### src/rtl/dsched_pkg.sv
// Shared types and helpers for the dispense scheduler.
package dsched_pkg;

    typedef enum logic [1:0] {IDLE, RUN, DONE, ABORT} state_e;

    localparam logic [1:0] CA_DONE = 2'b11;

    // Timer must hold 0..timeout-1; keep at least one bit for tiny timeouts.
    function automatic int unsigned timer_width(input int unsigned timeout);
        return (timeout < 2) ? 1 : $clog2(timeout);
    endfunction

endpackage

### src/rtl/dsched_rr_pick.sv
// Combinational round-robin picker: first set request at or above ptr, wrapping mod N_REQ.
module rr_pick #(
    parameter int unsigned N_REQ = 4,
    parameter int unsigned IW    = $clog2(N_REQ)
) (
    input  logic [N_REQ-1:0] req,
    input  logic [IW-1:0]    ptr,
    output logic [IW-1:0]    idx,
    output logic             valid
);

    logic [IW-1:0] cand;

    // Scan from the farthest offset down so the nearest match to ptr wins.
    always_comb begin
        idx   = '0;
        valid = 1'b0;
        cand  = '0;
        for (int k = N_REQ - 1; k >= 0; k--) begin
            cand = IW'((int'(ptr) + k) % N_REQ);
            if (req[cand]) begin
                idx   = cand;
                valid = 1'b1;
            end
        end
    end

endmodule

### src/rtl/dispense_sched.sv
// Round-robin scheduler sharing one coin/insert FSM among N_REQ requesters.
// Optional statistics counters are built when DSCHED_STATS_EN is defined.
module dispense_sched
    import dsched_pkg::*;
#(
    parameter int unsigned N_REQ   = 4,
    parameter int unsigned TIMEOUT = 64,
    parameter int unsigned CNT_W   = 8
) (
    input  logic             clk,
    input  logic             rst_n,
    input  logic [N_REQ-1:0] req,
    input  logic [N_REQ-1:0] c1_in,
    input  logic [N_REQ-1:0] c2_in,
    input  logic [N_REQ-1:0] i_in,
    input  logic [1:0]       fsm_ca,
    output logic [N_REQ-1:0] gnt,
    output logic [N_REQ-1:0] done,
    output logic [N_REQ-1:0] err,
    output logic             fsm_rst,
    output logic             fsm_c1,
    output logic             fsm_c2,
    output logic             fsm_i,
    output logic             busy,
    output logic [CNT_W-1:0] sess_cnt,
    output logic [CNT_W-1:0] abort_cnt
);

    localparam int unsigned IW = $clog2(N_REQ);
    localparam int unsigned TW = timer_width(TIMEOUT);

    state_e           state_q, state_d;
    logic [IW-1:0]    ptr_q, ptr_d, idx_q, idx_d, pick_idx;
    logic             pick_valid;
    logic [TW-1:0]    timer_q, timer_d;
    logic [N_REQ-1:0] gnt_q, gnt_d, done_q, done_d, err_q, err_d;
    logic             fsm_rst_q, fsm_rst_d, busy_q, busy_d;
    logic             c1_q, c1_d, c2_q, c2_d, i_q, i_d;

    rr_pick #(
        .N_REQ (N_REQ),
        .IW    (IW)
    ) u_rr_pick (
        .req   (req),
        .ptr   (ptr_q),
        .idx   (pick_idx),
        .valid (pick_valid)
    );

    always_comb begin
        state_d   = state_q;
        ptr_d     = ptr_q;
        idx_d     = idx_q;
        timer_d   = timer_q;
        gnt_d     = '0;
        done_d    = '0;
        err_d     = '0;
        fsm_rst_d = 1'b1;
        busy_d    = 1'b0;
        c1_d      = 1'b0;
        c2_d      = 1'b0;
        i_d       = 1'b0;
        unique case (state_q)
            IDLE: begin
                if (pick_valid) begin
                    idx_d           = pick_idx;
                    timer_d         = '0;
                    state_d         = RUN;
                    gnt_d[pick_idx] = 1'b1;
                    busy_d          = 1'b1;
                    fsm_rst_d       = 1'b0;
                end
            end
            RUN: begin
                if (fsm_ca == CA_DONE) begin
                    state_d        = DONE;
                    done_d[idx_q]  = 1'b1;
                end else if (!req[idx_q] || timer_q == TW'(TIMEOUT - 1)) begin
                    state_d        = ABORT;
                    err_d[idx_q]   = 1'b1;
                end else begin
                    timer_d   = timer_q + 1'b1;
                    gnt_d     = gnt_q;
                    busy_d    = 1'b1;
                    fsm_rst_d = 1'b0;
                    c1_d      = c1_in[idx_q];
                    c2_d      = c2_in[idx_q];
                    i_d       = i_in[idx_q];
                end
            end
            DONE, ABORT: begin
                // The finished requester drops to lowest priority.
                ptr_d   = (idx_q == IW'(N_REQ - 1)) ? '0 : idx_q + 1'b1;
                state_d = IDLE;
            end
            default: state_d = IDLE;
        endcase
    end

    always_ff @(posedge clk) begin
        if (!rst_n) begin
            state_q   <= IDLE;
            ptr_q     <= '0;
            idx_q     <= '0;
            timer_q   <= '0;
            gnt_q     <= '0;
            done_q    <= '0;
            err_q     <= '0;
            fsm_rst_q <= 1'b1;
            busy_q    <= 1'b0;
            c1_q      <= 1'b0;
            c2_q      <= 1'b0;
            i_q       <= 1'b0;
        end else begin
            state_q   <= state_d;
            ptr_q     <= ptr_d;
            idx_q     <= idx_d;
            timer_q   <= timer_d;
            gnt_q     <= gnt_d;
            done_q    <= done_d;
            err_q     <= err_d;
            fsm_rst_q <= fsm_rst_d;
            busy_q    <= busy_d;
            c1_q      <= c1_d;
            c2_q      <= c2_d;
            i_q       <= i_d;
        end
    end

    assign gnt     = gnt_q;
    assign done    = done_q;
    assign err     = err_q;
    assign fsm_rst = fsm_rst_q;
    assign busy    = busy_q;
    assign fsm_c1  = c1_q;
    assign fsm_c2  = c2_q;
    assign fsm_i   = i_q;

`ifdef DSCHED_STATS_EN
    logic [CNT_W-1:0] sess_q, abort_q;

    // Counters move in the same cycle the done/err pulse appears.
    always_ff @(posedge clk) begin
        if (!rst_n) begin
            sess_q  <= '0;
            abort_q <= '0;
        end else begin
            if (|done_d && sess_q != '1) sess_q <= sess_q + 1'b1;
            if (|err_d && abort_q != '1) abort_q <= abort_q + 1'b1;
        end
    end

    assign sess_cnt  = sess_q;
    assign abort_cnt = abort_q;
`else
    assign sess_cnt  = '0;
    assign abort_cnt = '0;
`endif

endmodule

### config.mk
export PLATFORM = sky130hd
export DESIGN_NAME = dispense_sched
export DESIGN_NICKNAME = d
export VERILOG_FILES = /design/src/rtl/dsched_pkg.sv /design/src/rtl/dsched_rr_pick.sv /design/src/rtl/dispense_sched.sv
export SDC_FILE = /design/constraint.sdc
export NUM_CORES = 1
export LEC_CHECK = 0
export CORE_MARGIN = 1.5
export CORE_UTILIZATION = 44
export CTS_CLUSTER_DIAMETER = 30
export DETAILED_ROUTE_END_ITERATION = 6
export GPL_TIMING_DRIVEN = 0
export PLACE_DENSITY = 0.78
export REMOVE_ABC_BUFFERS = 1
export SYNTH_ARGS = -nofsm -noshare
export SYNTH_HDL_FRONTEND = slang
export SYNTH_SLANG_ARGS = --single-unit
export TNS_END_PERCENT = 1
### constraint.sdc
create_clock -name clk -period 1.9 [get_ports clk]
set_input_delay 0.19 -clock clk [delete_from_list [all_inputs] [get_ports clk]]
set_output_delay 0.19 -clock clk [all_outputs]
set_load 0.02 [all_outputs]
==> out/qor.csv <==
metric;value;unit
r2r-end;gnt[3];
synthCells;149;
grt_overflow_total;0;
syn2layout_area_growth;24.3;%
synthTopCellsByArea;dfxtp_1, buf_4, ha_1;
final_area;0.00184;mm²
cts_max_path_buffers;2;
vdd_drop_max;0.493;mV
worst_slew_pin_slew;0.604;ns
period_needed;1.76;ns
first_pass_iters;4;
cts.htree.levels;2;
critPathMaxFanout;10;
drv_slew;0;
drt_iter0_markers;20;
core;0.00313;mm²
cts_inserted_buffers;5;
clock_skew;0.00404;ns
layout_commonest_cell;clkdlybuf4s50_1;
wire_per_inst;12.4;µm
ios;53;
totalWireLength;2870;µm
fmax;569;MHz
vias_per_cell;4.95;
grt_busiest_layer;met2;
yosysTopAreaCell;dfxtp_1;
gp_congestion;0.706;
grt_pass1_vias;1109;
grt_util_met3;6.61;%
fillers;264;
r2r_cells;5;
maxCapViolations;0;
rsz0062_at_grt;false;
final.setup.worst_slack;0.142;ns
nets;212;
synth_area;0.00148;mm²
hold_end;gnt[1];
hold_path.class;reg2reg;
synth_warnings;0;
outcome;complete, no violations;
relSlewSlack;59.3;%
hold_ws;0.499;ns
cpMaxStageDelayCell;dfxtp_2;
critPathMaxStageDelay;0.49;ns
num_rows;20;
met1_usage;19.5;%
crit_arrival;2.04;ns
hold_viol;0;
most-common-layout-cells;clkdlybuf4s50_1, dfxtp_1, conb_1;
cp.required;2.18;ns
yosysUniqueCellTypes;42;
crit_chain;mux2_4, nor2_1, a211oi_2, and2_1, a22o_1;
r2r-start;idx_q[0];
diodes;0;
path_class;reg2reg;
clock_latency;0.34;ns
clkSinkCount;29;
avgSynthCellArea;9.91;µm²
dp_hpwl;2240;µm
dpl_cell_area;0.00178;mm²
hold_depth;1;
synth_top_area_share;39.3;%
synthFlopType;dfxtp_1;
synth_seq_cells;29;
grt_max_degree;12;
period_share;92.5;%
setup_viol;0;
place_ws;-0.124;ns
post-cts-setup-buffers;0;
grt_usage;18.0;%
cp.depth;5;
rrSetupSlack;0.14;ns
cellLeakagePower;0.000751;µW
grt_pass1_wl;4760;µm
cts_root_buf;clkbuf_4;
critPathCaptureType;register;
drive_above_1_share;11.7;%
crit_family;compound AO/OA/AOI/OAI gates;
cts_tree;done;
path_clk_slew;0.09;ns
utilization;58.7;%
p_per_area;708;mW/mm²
dieHeight;60.9;µm
start_kind;register;
io_buffer_count;36;
start_util;47.2;%
postSynth.asyncResetShare;0;%
antenna_found_initial;0;
crit_buf_inv;0;
hp-start;gnt[1];
antenna_left;0;
synth_edf_count;0;
dieArea;0.00371;mm²
route.detailed.drc;0;
fp.dieW;60.9;µm
ys_seq_area_share;39.3;%
grtUsageMet2;30.3;%
num_vias;1148;
synth_stat cells (5+ instances only):
| cell type | number |
|---|---|
| nand2_1 | 8 |
| and2_1 | 9 |
| nor2_1 | 11 |
| dfxtp_1 | 29 |
| buf_4 | 17 |
| inv_1 | 6 |
| ha_1 | 5 |
| a21oi_1 | 6 |
| and3_1 | 5 |
worst reg2reg max path: stages, from the launching register on:
cell and delay [ns]:
dfxtp_2 0.49, mux2_4 0.22, nor2_1 0.05, a211oi_2 0.44, and2_1 0.32, a22o_1 0.18
metal layers:
layer | vias to the layer above | share of wire (%)
li1 | 558 | -
met1 | 521 | 42
met2 | 59 | 47
met3 | 10 | 7.9
met4 | 0 | 2.5
met5 | - | 0
state kept, by name, summed over array words and instances (netlist names):
signal,cells
busy,1
done,4
err,4
fsm_c1,1
fsm_c2,1
fsm_i,1
fsm_rst,1
gnt,4
idx_q,2
ptr_q,2
state_q,2
timer_q,6
power by group:
part | leakage, µW | internal (µW) | switching [µW]
Combinational | 0.000483 | 133 | 146
Clock | 0.0000310 | 139 | 219
Sequential | 0.000236 | 636 | 26.9
worst max-delay path by stage:
stage / startpoint / endpoint / slack, ns
2_1_floorplan: idx_q[0] / timer_q[1] / 0.29
3_3_place_gp: req[3] / gnt[2] / -0.08
3_5_place_dp: req[3] / timer_q[5] / -0.12
4_1_cts: idx_q[0] / gnt[2] / 0.14
5_1_grt: idx_q[0] / gnt[3] / 0.006
6_report: idx_q[0] / gnt[3] / 0.14
metrics by stage:
step           std cells  total power, µW  TNS, ns
6_report             232             1300        0
5_1_grt              232             1370        0
4_1_cts              232             1310        0
3_5_place_dp         224              953    -1.03
3_3_place_gp         224              946   -0.561
2_1_floorplan        144              843        0
what timing repair did:
item,4_1_cts,5_1_grt
hold endpoints to repair,0,0
hold buffers,0,0
gates resized for setup,1,0
endpoints found under the setup margin,5,0
cell families (layout without fill, tap and decap cells):
| kind of cell | after synthesis | after routing | synth area share (%) |
|---|---|---|---|
| buffers and inverters | 26 | 50 | 13.0 |
| flip-flops | 29 | 29 | 39.3 |
| AO/OA/AOI/OAI | 19 | 19 | 10.3 |
| AND/OR/NAND/NOR | 58 | 58 | 22.6 |
| adder cells (fa/ha/maj) | 5 | 5 | 4.24 |
| other | 1 | 16 | 0.254 |
| multiplexers | 7 | 7 | 7.88 |
| XOR/XNOR | 4 | 4 | 2.37 |
cell type report:
type / count / area, µm² / area share (%)
well taps: 44 / 55.1 / 3.00
multi-input cells: 109 / 761 / 41.4
flip-flops and latches: 29 / 582 / 31.7
clock buffers: 5 / 37.5 / 2.04
repair buffers: 36 / 360 / 19.6
clock inverters: 3 / 17.5 / 0.954
inverters: 6 / 22.5 / 1.23
(Power assumes the default switching activity.)
